<file path="src/rtl/hazard_ctrl.sv">
// Pipeline hazard control: per-register stall/flush, PC enable, dmem wait-state
// tracking with timeout, and saturating stall/flush event counters.
module hazard_ctrl #(
  parameter int unsigned MEM_TIMEOUT = 64,
  parameter int unsigned CNT_W       = 16
) (
  input  logic             clk_i,
  input  logic             rst_i,
  input  logic [4:0]       rs1_ID,
  input  logic [4:0]       rs2_ID,
  input  logic             rs1_used_ID,
  input  logic             rs2_used_ID,
  input  logic [4:0]       rd_EX,
  input  logic             memread_EX,
  input  logic             redirect_EX,
  input  logic             mem_req_MEM,
  input  logic             mem_ack_MEM,
  output logic             pc_en,
  output logic             stall_IF,
  output logic             flush_IF,
  output logic             stall_ID,
  output logic             flush_ID,
  output logic             stall_EX,
  output logic             stall_MEM,
  output logic             err_o,
  output logic [CNT_W-1:0] stall_cnt,
  output logic [CNT_W-1:0] flush_cnt
);

  localparam logic [7:0] Timeout = 8'(MEM_TIMEOUT);

  typedef enum logic [1:0] {StRun, StMemWait, StErr} state_e;

  state_e           state_q, state_d;
  logic [7:0]       wait_q, wait_d;
  logic [CNT_W-1:0] stall_cnt_q, flush_cnt_q;
  logic             load_use, memwait, stall_ev, flush_ev;

  assign load_use = memread_EX && (rd_EX != 5'd0) &&
                    ((rs1_used_ID && (rs1_ID == rd_EX)) ||
                     (rs2_used_ID && (rs2_ID == rd_EX)));

  // An ack in MEM_WAIT releases the stall in the same cycle.
  assign memwait = ((state_q == StRun) && mem_req_MEM && !mem_ack_MEM) ||
                   ((state_q == StMemWait) && !mem_ack_MEM);

  always_ff @(posedge clk_i) begin
    if (rst_i) begin
      state_q <= StRun;
      wait_q  <= 8'd0;
    end else begin
      state_q <= state_d;
      wait_q  <= wait_d;
    end
  end

  always_comb begin
    state_d = state_q;
    wait_d  = wait_q;
    case (state_q)
      StRun: begin
        if (mem_req_MEM && !mem_ack_MEM) begin
          state_d = StMemWait;
          wait_d  = 8'd1;
        end
      end
      StMemWait: begin
        if (mem_ack_MEM) begin
          state_d = StRun;
          wait_d  = 8'd0;
        end else begin
          wait_d = wait_q + 8'd1;
          if (wait_q == Timeout) state_d = StErr;
        end
      end
      StErr:   state_d = StErr;
      default: state_d = StRun;
    endcase
  end

  always_comb begin
    pc_en     = 1'b0;
    stall_IF  = 1'b0;
    flush_IF  = 1'b0;
    stall_ID  = 1'b0;
    flush_ID  = 1'b0;
    stall_EX  = 1'b0;
    stall_MEM = 1'b0;
    if (rst_i) begin
      flush_IF = 1'b1;
      flush_ID = 1'b1;
    end else if (state_q == StErr || memwait) begin
      stall_IF  = 1'b1;
      stall_ID  = 1'b1;
      stall_EX  = 1'b1;
      stall_MEM = 1'b1;
    end else if (redirect_EX) begin
      pc_en    = 1'b1;
      flush_IF = 1'b1;
      flush_ID = 1'b1;
    end else if (load_use) begin
      stall_IF = 1'b1;
      flush_ID = 1'b1;
    end else begin
      pc_en = 1'b1;
    end
  end

  assign err_o    = (state_q == StErr);
  assign stall_ev = !rst_i && (state_q != StErr) && !pc_en;
  assign flush_ev = !rst_i && flush_IF;

  always_ff @(posedge clk_i) begin
    if (rst_i) begin
      stall_cnt_q <= '0;
      flush_cnt_q <= '0;
    end else begin
      if (stall_ev && (stall_cnt_q != '1)) stall_cnt_q <= stall_cnt_q + CNT_W'(1);
      if (flush_ev && (flush_cnt_q != '1)) flush_cnt_q <= flush_cnt_q + CNT_W'(1);
    end
  end

  assign stall_cnt = stall_cnt_q;
  assign flush_cnt = flush_cnt_q;

endmodule

</file>
<file path="config.mk">
export PLATFORM = sky130hd
export DESIGN_NAME = hazard_ctrl
export DESIGN_NICKNAME = d
export VERILOG_FILES = /design/src/rtl/hazard_ctrl.sv
export SDC_FILE = /design/constraint.sdc
export NUM_CORES = 1
export LEC_CHECK = 0
export BUFFER_PORTS_ARGS = -buffer_cell sky130_fd_sc_hd__buf_2
export CORE_UTILIZATION = 45
export CTS_CLUSTER_DIAMETER = 80
export DETAILED_ROUTE_END_ITERATION = 7
export GPL_ROUTABILITY_DRIVEN = 0
export PLACE_DENSITY = 0.66
export SYNTH_ARGS = -nofsm -noshare
export SYNTH_HDL_FRONTEND = slang
export SYNTH_SLANG_ARGS = --single-unit
export TNS_END_PERCENT = 30
</file>
<file path="constraint.sdc">
create_clock -name clk_i -period 2.03 [get_ports clk_i]
set_clock_uncertainty 0.05 [all_clocks]
set_input_delay 0.1015 -clock clk_i [delete_from_list [all_inputs] [get_ports clk_i]]
set_output_delay 0.1015 -clock clk_i [all_outputs]
set_load 0.01 [all_outputs]
</file>
==> flow_summary.toml, run 1 <==
[run_status]
status = "complete, no violations"

[detailed_routing]
wl_per_cell_microns = 12.88
drtPass1Iterations = 4
vias_per_cell = 5.347
remaining_drc_errors = 0
drt_iter0_drc = 120
ant_nets = 0
vias = 2160
wl_microns = 5205

[logic_synthesis]
synthSimpleGateAreaFrac_pct = 30.03
synth-xor-area-share_pct = 11.64
synth_compound_area_share_pct = 14.42
syn_area_per_cell_sq_um = 8.643
yosys.cell_types.count = 57
yosysWarnings = 0
synthAdderAreaFrac_pct = 2.145
muxShareOfSynthArea_pct = 0.4290
synth_top_family_by_area = "simple AND/OR/NAND/NOR gates"
syn_inst = 270
ys_ff_latch = 42
synth_area_sq_mm = 0.002333
synth_nets = 297
synth-seq-area-share_pct = 36.03
synth_edf_count = 0
synthArstFlopShare_pct = 0
synthFlopType = "dfxtp_1"

[floorplanning]
rows = 25
start_util_pct = 48.13
io_pins = 63
die_h_microns = 74.01
die_area_sq_mm = 0.005477
die-width_microns = 74.01
coreArea_sq_mm = 0.004848

[timing]
finalCritPeriodShare_pct = 94.40
period_needed_ps = 1916
final-max-slew-violation-count = 0
max_freq_ghz = 0.5218
setup_tns_ps = 0
setup_viol = 0
hold_violations = 0
tightest_slew_ps = 525.9
rsz0062_at_grt = "false"
max-slew-margin-rel_pct = 64.67

[global_routing]
grt_overflow = 0
antenna_found_initial = 0
globalRouteTotalUtil_pct = 20.23
grt_pass1_vias = 1894
grt_pass1_wl_microns = 8666
grt_max_degree = 35

[finish]
area_growth_syn_to_layout_pct = 20.43
fillers = 493
seqCellArea_sq_um = 842.1
final_common_cell = "buf_2"
fin_cells = 404
nets = 363
antenna_cells = 0
multi_input_area_sq_mm = 0.001379
drive_above_1_share_pct = 29.97
final_cell_mix = "buf_2 (62), dfxtp_1 (41), nor2_1 (32)"

[run]
cap_viol_max_count = 0

[critical_path]
start_kind = "register"
arrival_ps = 2100
path_max_fanout = 18
cp-end-kind = "register"
critical_path_class = "register to register"
crit_required_ps = 2210

[power]
seq_power_share_pct = 52.2
leakagePower_uw = 0.001140
p_int_uw = 1189
powerDensity_mw_per_mm2 = 576.2
pwr-share-comb_pct = 12.0
ir_drop_mv = 0.3110
swShare_pct = 26.57
clock_power_share_pct = 35.8
switching_power_uw = 430.3

[clocking]
cts-root-buf = "clkbuf_8"
clk_latency_ps = 300
cts.clk_slew.worst_paths_ps = 90
htreeDepth = 2
clkSinkCount = 42
clk_path_buf_depth = 2
cts_tree = "built"
cts_made_buffers = 5

[place]
hpwl_microns = 3836
dp.cells = 396
port-buffer-count = 62

[min_path]
worstHoldPathType = "primary input to register"
synth_stat cells (2+ instances only):
library cell | n | share of area (%)
and4_1 | 7 | 2.6
clkbuf_1 | 2 | 0.32
buf_2 | 2 | 0.43
or4b_1 | 2 | 0.86
nand4_1 | 12 | 3.2
o311ai_1 | 3 | 1.1
o31ai_1 | 2 | 0.64
o21ai_1 | 7 | 1.5
nor2_2 | 2 | 0.54
ha_1 | 4 | 2.1
a31oi_1 | 2 | 0.54
or3_1 | 6 | 1.6
o41ai_1 | 5 | 1.9
a21oi_2 | 2 | 0.75
or3_2 | 2 | 0.64
or4_1 | 3 | 0.97
nand2_1 | 18 | 2.9
nor2_1 | 32 | 5.1
and3_1 | 8 | 2.1
o21a_1 | 2 | 0.64
nand3_1 | 13 | 2.8
buf_4 | 4 | 1.3
inv_1 | 7 | 1.1
nor2b_1 | 2 | 0.54
xor2_1 | 14 | 5.3
dfxtp_1 | 42 | 36
o21ai_0 | 3 | 0.64
xnor2_1 | 17 | 6.4
nand2b_1 | 2 | 0.54
nor3_1 | 2 | 0.43
a21oi_1 | 14 | 3.0
inv_2 | 2 | 0.32
state kept, by name, summed over array words and instances, names as in the netlist:
name       cells
stall_cnt     16
flush_cnt     16
state_q        2
wait_q         8
timing repair:
item / CTS / global route
gates resized for setup: 0 / 4
buffers inserted: 0 / 0
hold buffers: 0 / 0
endpoints found under the setup margin: 0 / 7
per-stage QoR:
step | power, uW | hold slack [ps] | utilization (%) | instance area (sq um) | worst slack [ps]
detailed placement | 1059 | 386.9 | 55.77 | 2704 | 124.5
global placement | 1058 | 377.6 | 55.77 | 2704 | 135.8
CTS | 1637 | 79.96 | 57.73 | 2799 | 33.50
global route | 1692 | 108.2 | 57.96 | 2810 | 10.81
finish | 1619 | 90.19 | 57.96 | 2810 | 113.7
floorplan | 993.4 | 214.0 | - | 2333 | 257.7
routing by layer:
metal  track usage [%]  up-vias  share of wire (%)
met1             27.67      991                 50
li1                  -     1107                  -
met3             5.556        4                5.4
met5                 0        -                  0
met2             31.21       58                 43
met4             5.769        0               0.71
power groups by stage:
stage / Combinational, uW / Sequential, uW / Clock [uW]
6_report: 195 / 845 / 579
5_1_grt: 215 / 846 / 630
4_1_cts: 196 / 845 / 596
3_5_place_dp: 195 / 864 / 0
3_3_place_gp: 194 / 864 / 0
2_1_floorplan: 129 / 864 / 0
path summary, 6_finish.rpt:
| check | slack (ps) | endpoint | cells after the start | from |
|---|---|---|---|---|
| setup / recovery | 110 | stall_cnt[8] | 6 | state_q[1] |
| hold / removal | 90 | state_q[0] | 3 | mem_req_MEM |
| setup reg to reg | 110 | stall_cnt[8] | 6 | state_q[1] |
| hold reg to reg | 450 | stall_cnt[2] | 1 | stall_cnt[2] |
layout make-up:
class | instances | share of cell area, %
multi-input cells | 207 | 49.06
flip-flops and latches | 42 | 29.96
repair buffers | 70 | 13.18
well taps | 67 | 2.983
clock buffers | 6 | 2.939
inverters | 10 | 1.425
clock inverters | 2 | 0.4452
logic make-up after synthesis:
kind of cell,after synthesis
fa+ha+maj,4
flops,42
mux,1
xor+xnor,31
simple gates,123
buf+inv,21
compound gates,48
worst max-delay path: stages (launching register included):
cell and delay [ps]:
dfxtp_1 370, nor2_4 220, o21ai_1 150, nor2_2 190, o211ai_4 200, or4b_1 510
a21oi_1 150
Note: power is estimated with default switching activity, not from simulation.
==> run 2: changes to the inputs <==
BUFFER_PORTS_ARGS = -buffer_cell sky130_fd_sc_hd__buf_4   (was -buffer_cell sky130_fd_sc_hd__buf_2)
==> flow_summary.toml, run 2 (same netlist as run 1, synthesis figures left out) <==
[critical_path]
r2r_end = "stall_cnt[15]"
path_max_fanout = 5
cp-end-kind = "register"
crit_family = "simple AND/OR/NAND/NOR gates"
path_buf_inv = 0
path_cells = "and3_1 > nand3_1 > nor4_4 > nand4_1 > or3_1 > a21oi_1"
rrSetupSlack_ps = 140
cp_slowest_cell = "nor4_4"
crit_required_ps = 2200
worstSetupPathDepth = 6
start_kind = "register"
critical_path_class = "register to register"
worstRegToRegCells = 6
arrival_ps = 2070
cp-startpoint = "stall_cnt[3]"
r2r-start = "stall_cnt[3]"
slowest_delay_ps = 410
cp-endpoint = "stall_cnt[15]"

[global_routing]
antenna_found_initial = 0
globalRouteTotalUtil_pct = 20.78
grt_overflow = 0
grt_pass1_wl_microns = 8838
grt_pass1_vias = 1896
grt_max_degree = 35

[detailed_routing]
ant_nets = 0
vias = 2123
drtPass1Iterations = 6
wl_per_cell_microns = 13.04
remaining_drc_errors = 2
drt_iter0_drc = 105
vias_per_cell = 5.191
wl_microns = 5335

[finish]
fin_cells = 409
multi_input_area_sq_mm = 0.001374
drive_above_1_share_pct = 30.41
seqCellArea_sq_um = 842.1
final_common_cell = "buf_4"
fillers = 453
post-route-util_pct = 62.06
area_growth_syn_to_layout_pct = 28.95
final_cell_mix = "buf_4 (75), dfxtp_1 (41), nor2_1 (31)"
nets = 368
antenna_cells = 0

[floorplanning]
die_area_sq_mm = 0.005477
die_h_microns = 74.01
io_pins = 63
start_util_pct = 48.13
coreArea_sq_mm = 0.004848
rows = 25
die-width_microns = 74.01

[place]
dp.cells = 398
dp_slack_ps = 121.6
port-buffer-count = 62
hpwl_microns = 3957

[run]
cap_viol_max_count = 0

[clocking]
clk_latency_ps = 290
cts_tree = "built"
cts-root-buf = "clkbuf_8"
clkSinkCount = 42
cts.clk_slew.worst_paths_ps = 80
cts_hold_buf = 0
htreeDepth = 2
cts_made_buffers = 5
clk_path_buf_depth = 2

[power]
leakagePower_uw = 0.001186
ir_drop_mv = 0.3920
powerDensity_mw_per_mm2 = 570.1

[timing]
max_freq_ghz = 0.5278
final-max-slew-violation-count = 0
tightest_slew_ps = 477.9
hold_violations = 0
layout_setup_ws_ps = 135.5
max-slew-margin-rel_pct = 67.89
rsz0062_at_grt = "true"
finalCritPeriodShare_pct = 93.33
worst_hold_slack_ps = 59.42
setup_viol = 0
period_needed_ps = 1895

[min_path]
worstHoldPathType = "primary input to register"

[run_status]
status = "finished with violations"
failed_checks = "design-rule violations"
==> run 2: worst min-delay path by stage <==
stage	from	to	cells past startpoint
detailed placement	mem_req_MEM	state_q[0]	3
floorplan	mem_req_MEM	state_q[0]	2
global route	mem_req_MEM	state_q[0]	3
finish	mem_req_MEM	state_q[0]	3
global placement	mem_req_MEM	state_q[0]	3
CTS	mem_req_MEM	state_q[0]	3
==> run 2: area by class of cell <==
| class | count | area share, % |
|---|---|---|
| Multi-Input combinational cell | 207 | 45.65 |
| Sequential cell | 42 | 27.98 |
| Timing Repair Buffer | 75 | 18.71 |
| Tap cell | 67 | 2.786 |
| Clock buffer | 7 | 2.536 |
| Inverter | 10 | 1.331 |
| Clock inverter | 1 | 0.9979 |
==> run 2: repair_timing <==
action,4_1_cts,5_1_grt
endpoints found under the hold margin,0,0
resized for setup,0,4
setup buffers,0,3
endpoints found under the setup margin,0,9
==> run 2: worst reg2reg max path: cells and delay by family (launching register included) <==
family           cells  cell delay (ps)
AND/OR/NAND/NOR      5             1250
AO/OA/AOI/OAI        1              130
flip-flops           1              400
==> run 2: report_power, final <==
group,leakage [uW],switching [uW],internal (uW)
Combinational,0.000794,115,108
Sequential,0.000339,12.6,832
Clock,0.0000524,280,368
==> run 2: metrics by stage <==
step / power, uW / cell area (sq um) / TNS (ps)
2_1_floorplan: 993.4 / 2333 / 0
3_3_place_gp: 1080 / 2874 / 0
3_5_place_dp: 1082 / 2874 / 0
4_1_cts: 1723 / 2980 / 0
5_1_grt: 1790 / 3009 / -3.033
6_report: 1716 / 3009 / 0
==> run 2: per-layer routing <==
metal	vias to the layer above	GRT usage (%)	wire [microns]
li1	1112	-	-
met1	952	30.04	2710
met2	54	30.00	2291
met3	5	5.556	283
met4	0	6.410	49
met5	-	0	0
==> run 3: changes to the inputs <==
clock period = 2.38 ns   (was 2.03 ns; I/O delays follow)
==> flow_summary.toml, run 3 (same netlist as run 1, synthesis figures left out) <==
[global_routing]
grt_pass1_vias = 1958
grt_overflow = 0
grt_max_degree = 35
antenna_found_initial = 0
globalRouteTotalUtil_pct = 20.57
grt_pass1_wl_microns = 8763

[clocking]
cts_hold_buf = 0
clk_latency_ps = 300
clkSinkCount = 42
cts_made_buffers = 5
cts_tree = "built"
cts_setup_buffers = 0
clk_path_buf_depth = 2
cts-resized-gates = 0
cts-root-buf = "clkbuf_8"
htreeDepth = 2
cts.clk_slew.worst_paths_ps = 80

[power]
clock_power_share_pct = 34.7
p_int_uw = 1027
pwr-share-comb_pct = 12.8
seq_power_share_pct = 52.5
switching_power_uw = 345.1
ir_drop_mv = 0.2531
powerDensity_mw_per_mm2 = 473.4
swShare_pct = 25.16
leakagePower_uw = 0.001126

[floorplanning]
coreArea_sq_mm = 0.004848
rows = 25
die-width_microns = 74.01
die_h_microns = 74.01
start_util_pct = 48.13
die_area_sq_mm = 0.005477
io_pins = 63

[detailed_routing]
wl_microns = 5083
vias_per_cell = 5.370
vias = 2132
drt_iter0_drc = 58
wl_per_cell_microns = 12.80
remaining_drc_errors = 0
ant_nets = 0
drtPass1Iterations = 4

[finish]
drive_above_1_share_pct = 27.27
fin_cells = 397
final_cell_mix = "buf_4 (63), dfxtp_1 (42), nor2_1 (32)"
area_growth_syn_to_layout_pct = 24.18
nets = 356
final_common_cell = "buf_4"
antenna_cells = 0

[timing]
final-max-slew-violation-count = 0
setup_tns_ps = 0
max-slew-margin-rel_pct = 62.66
tightest_slew_ps = 560.1
period_needed_ps = 2050
rsz0062_at_grt = "false"
setup_viol = 0
layout_setup_ws_ps = 330.1
finalCritPeriodShare_pct = 86.13
hold_violations = 0
max_freq_ghz = 0.4878

[critical_path]
start_kind = "register"
crit_required_ps = 2210
path_max_fanout = 15
critical_path_class = "register to output port"
arrival_ps = 1880
cp-end-kind = "output port"

[min_path]
worstHoldPathType = "primary input to register"

[run_status]
status = "complete, no violations"

[place]
dp_slack_ps = 475.1
dp.cells = 389
hpwl_microns = 3816
port-buffer-count = 62

[run]
cap_viol_max_count = 0
-- run 3: stage by stage --
step	util [%]	instance area, sq um	hold slack, ps	total power (uW)
after floorplan	-	2333	231.5	847.3
after global placement	57.88	2806	369.5	913.5
after detailed placement	57.88	2806	387.4	914.1
after CTS	59.77	2898	76.10	1393
after global routing	59.77	2898	110.4	1441
final	59.77	2898	84.33	1372
-- run 3: layer usage --
metal | up-vias | wire length, microns | track usage (%) | part of all wire [%]
met5 | - | 0 | 0 | 0
met4 | 0 | 80 | 7.692 | 1.6
met3 | 5 | 290 | 4.607 | 5.7
met2 | 60 | 2245 | 31.62 | 44
met1 | 974 | 2466 | 28.19 | 49
li1 | 1093 | - | - | -
-- run 3: power groups by stage --
stage,sequential (uW),clock (uW),combinational [uW]
global route,722,525,193
finish,720,476,175
floorplan,737,0,110
CTS,720,494,178
global placement,736,0,177
detailed placement,737,0,177
-- run 3: layout make-up --
type	count	area, sq um
Timing Repair Buffer	63	473.0
Clock inverter	1	5.005
Multi-Input combinational cell	207	1369
Clock buffer	7	86.33
Tap cell	67	83.83
Fill cell	445	1951
Inverter	10	40.04
Sequential cell	42	840.8
-- run 3: worst paths after layout --
| check | endpoint | slack, ps | start | cells after the start |
|---|---|---|---|---|
| worst max-delay path | stall_IF | 330 | state_q[0] | 6 |
| worst min-delay path | state_q[0] | 80 | mem_req_MEM | 3 |
| worst max register to register | stall_cnt[15] | 450 | stall_cnt[0] | 7 |
| worst min register to register | stall_cnt[10] | 460 | stall_cnt[10] | 2 |
-- run 3: worst max-delay path, stage by stage (launching register included) --
cell     delay [ps]
dfxtp_1         370
or2_4           290
nand2_1          60
nand2_1         150
a21oi_2         470
nor2_1           80
buf_4           160
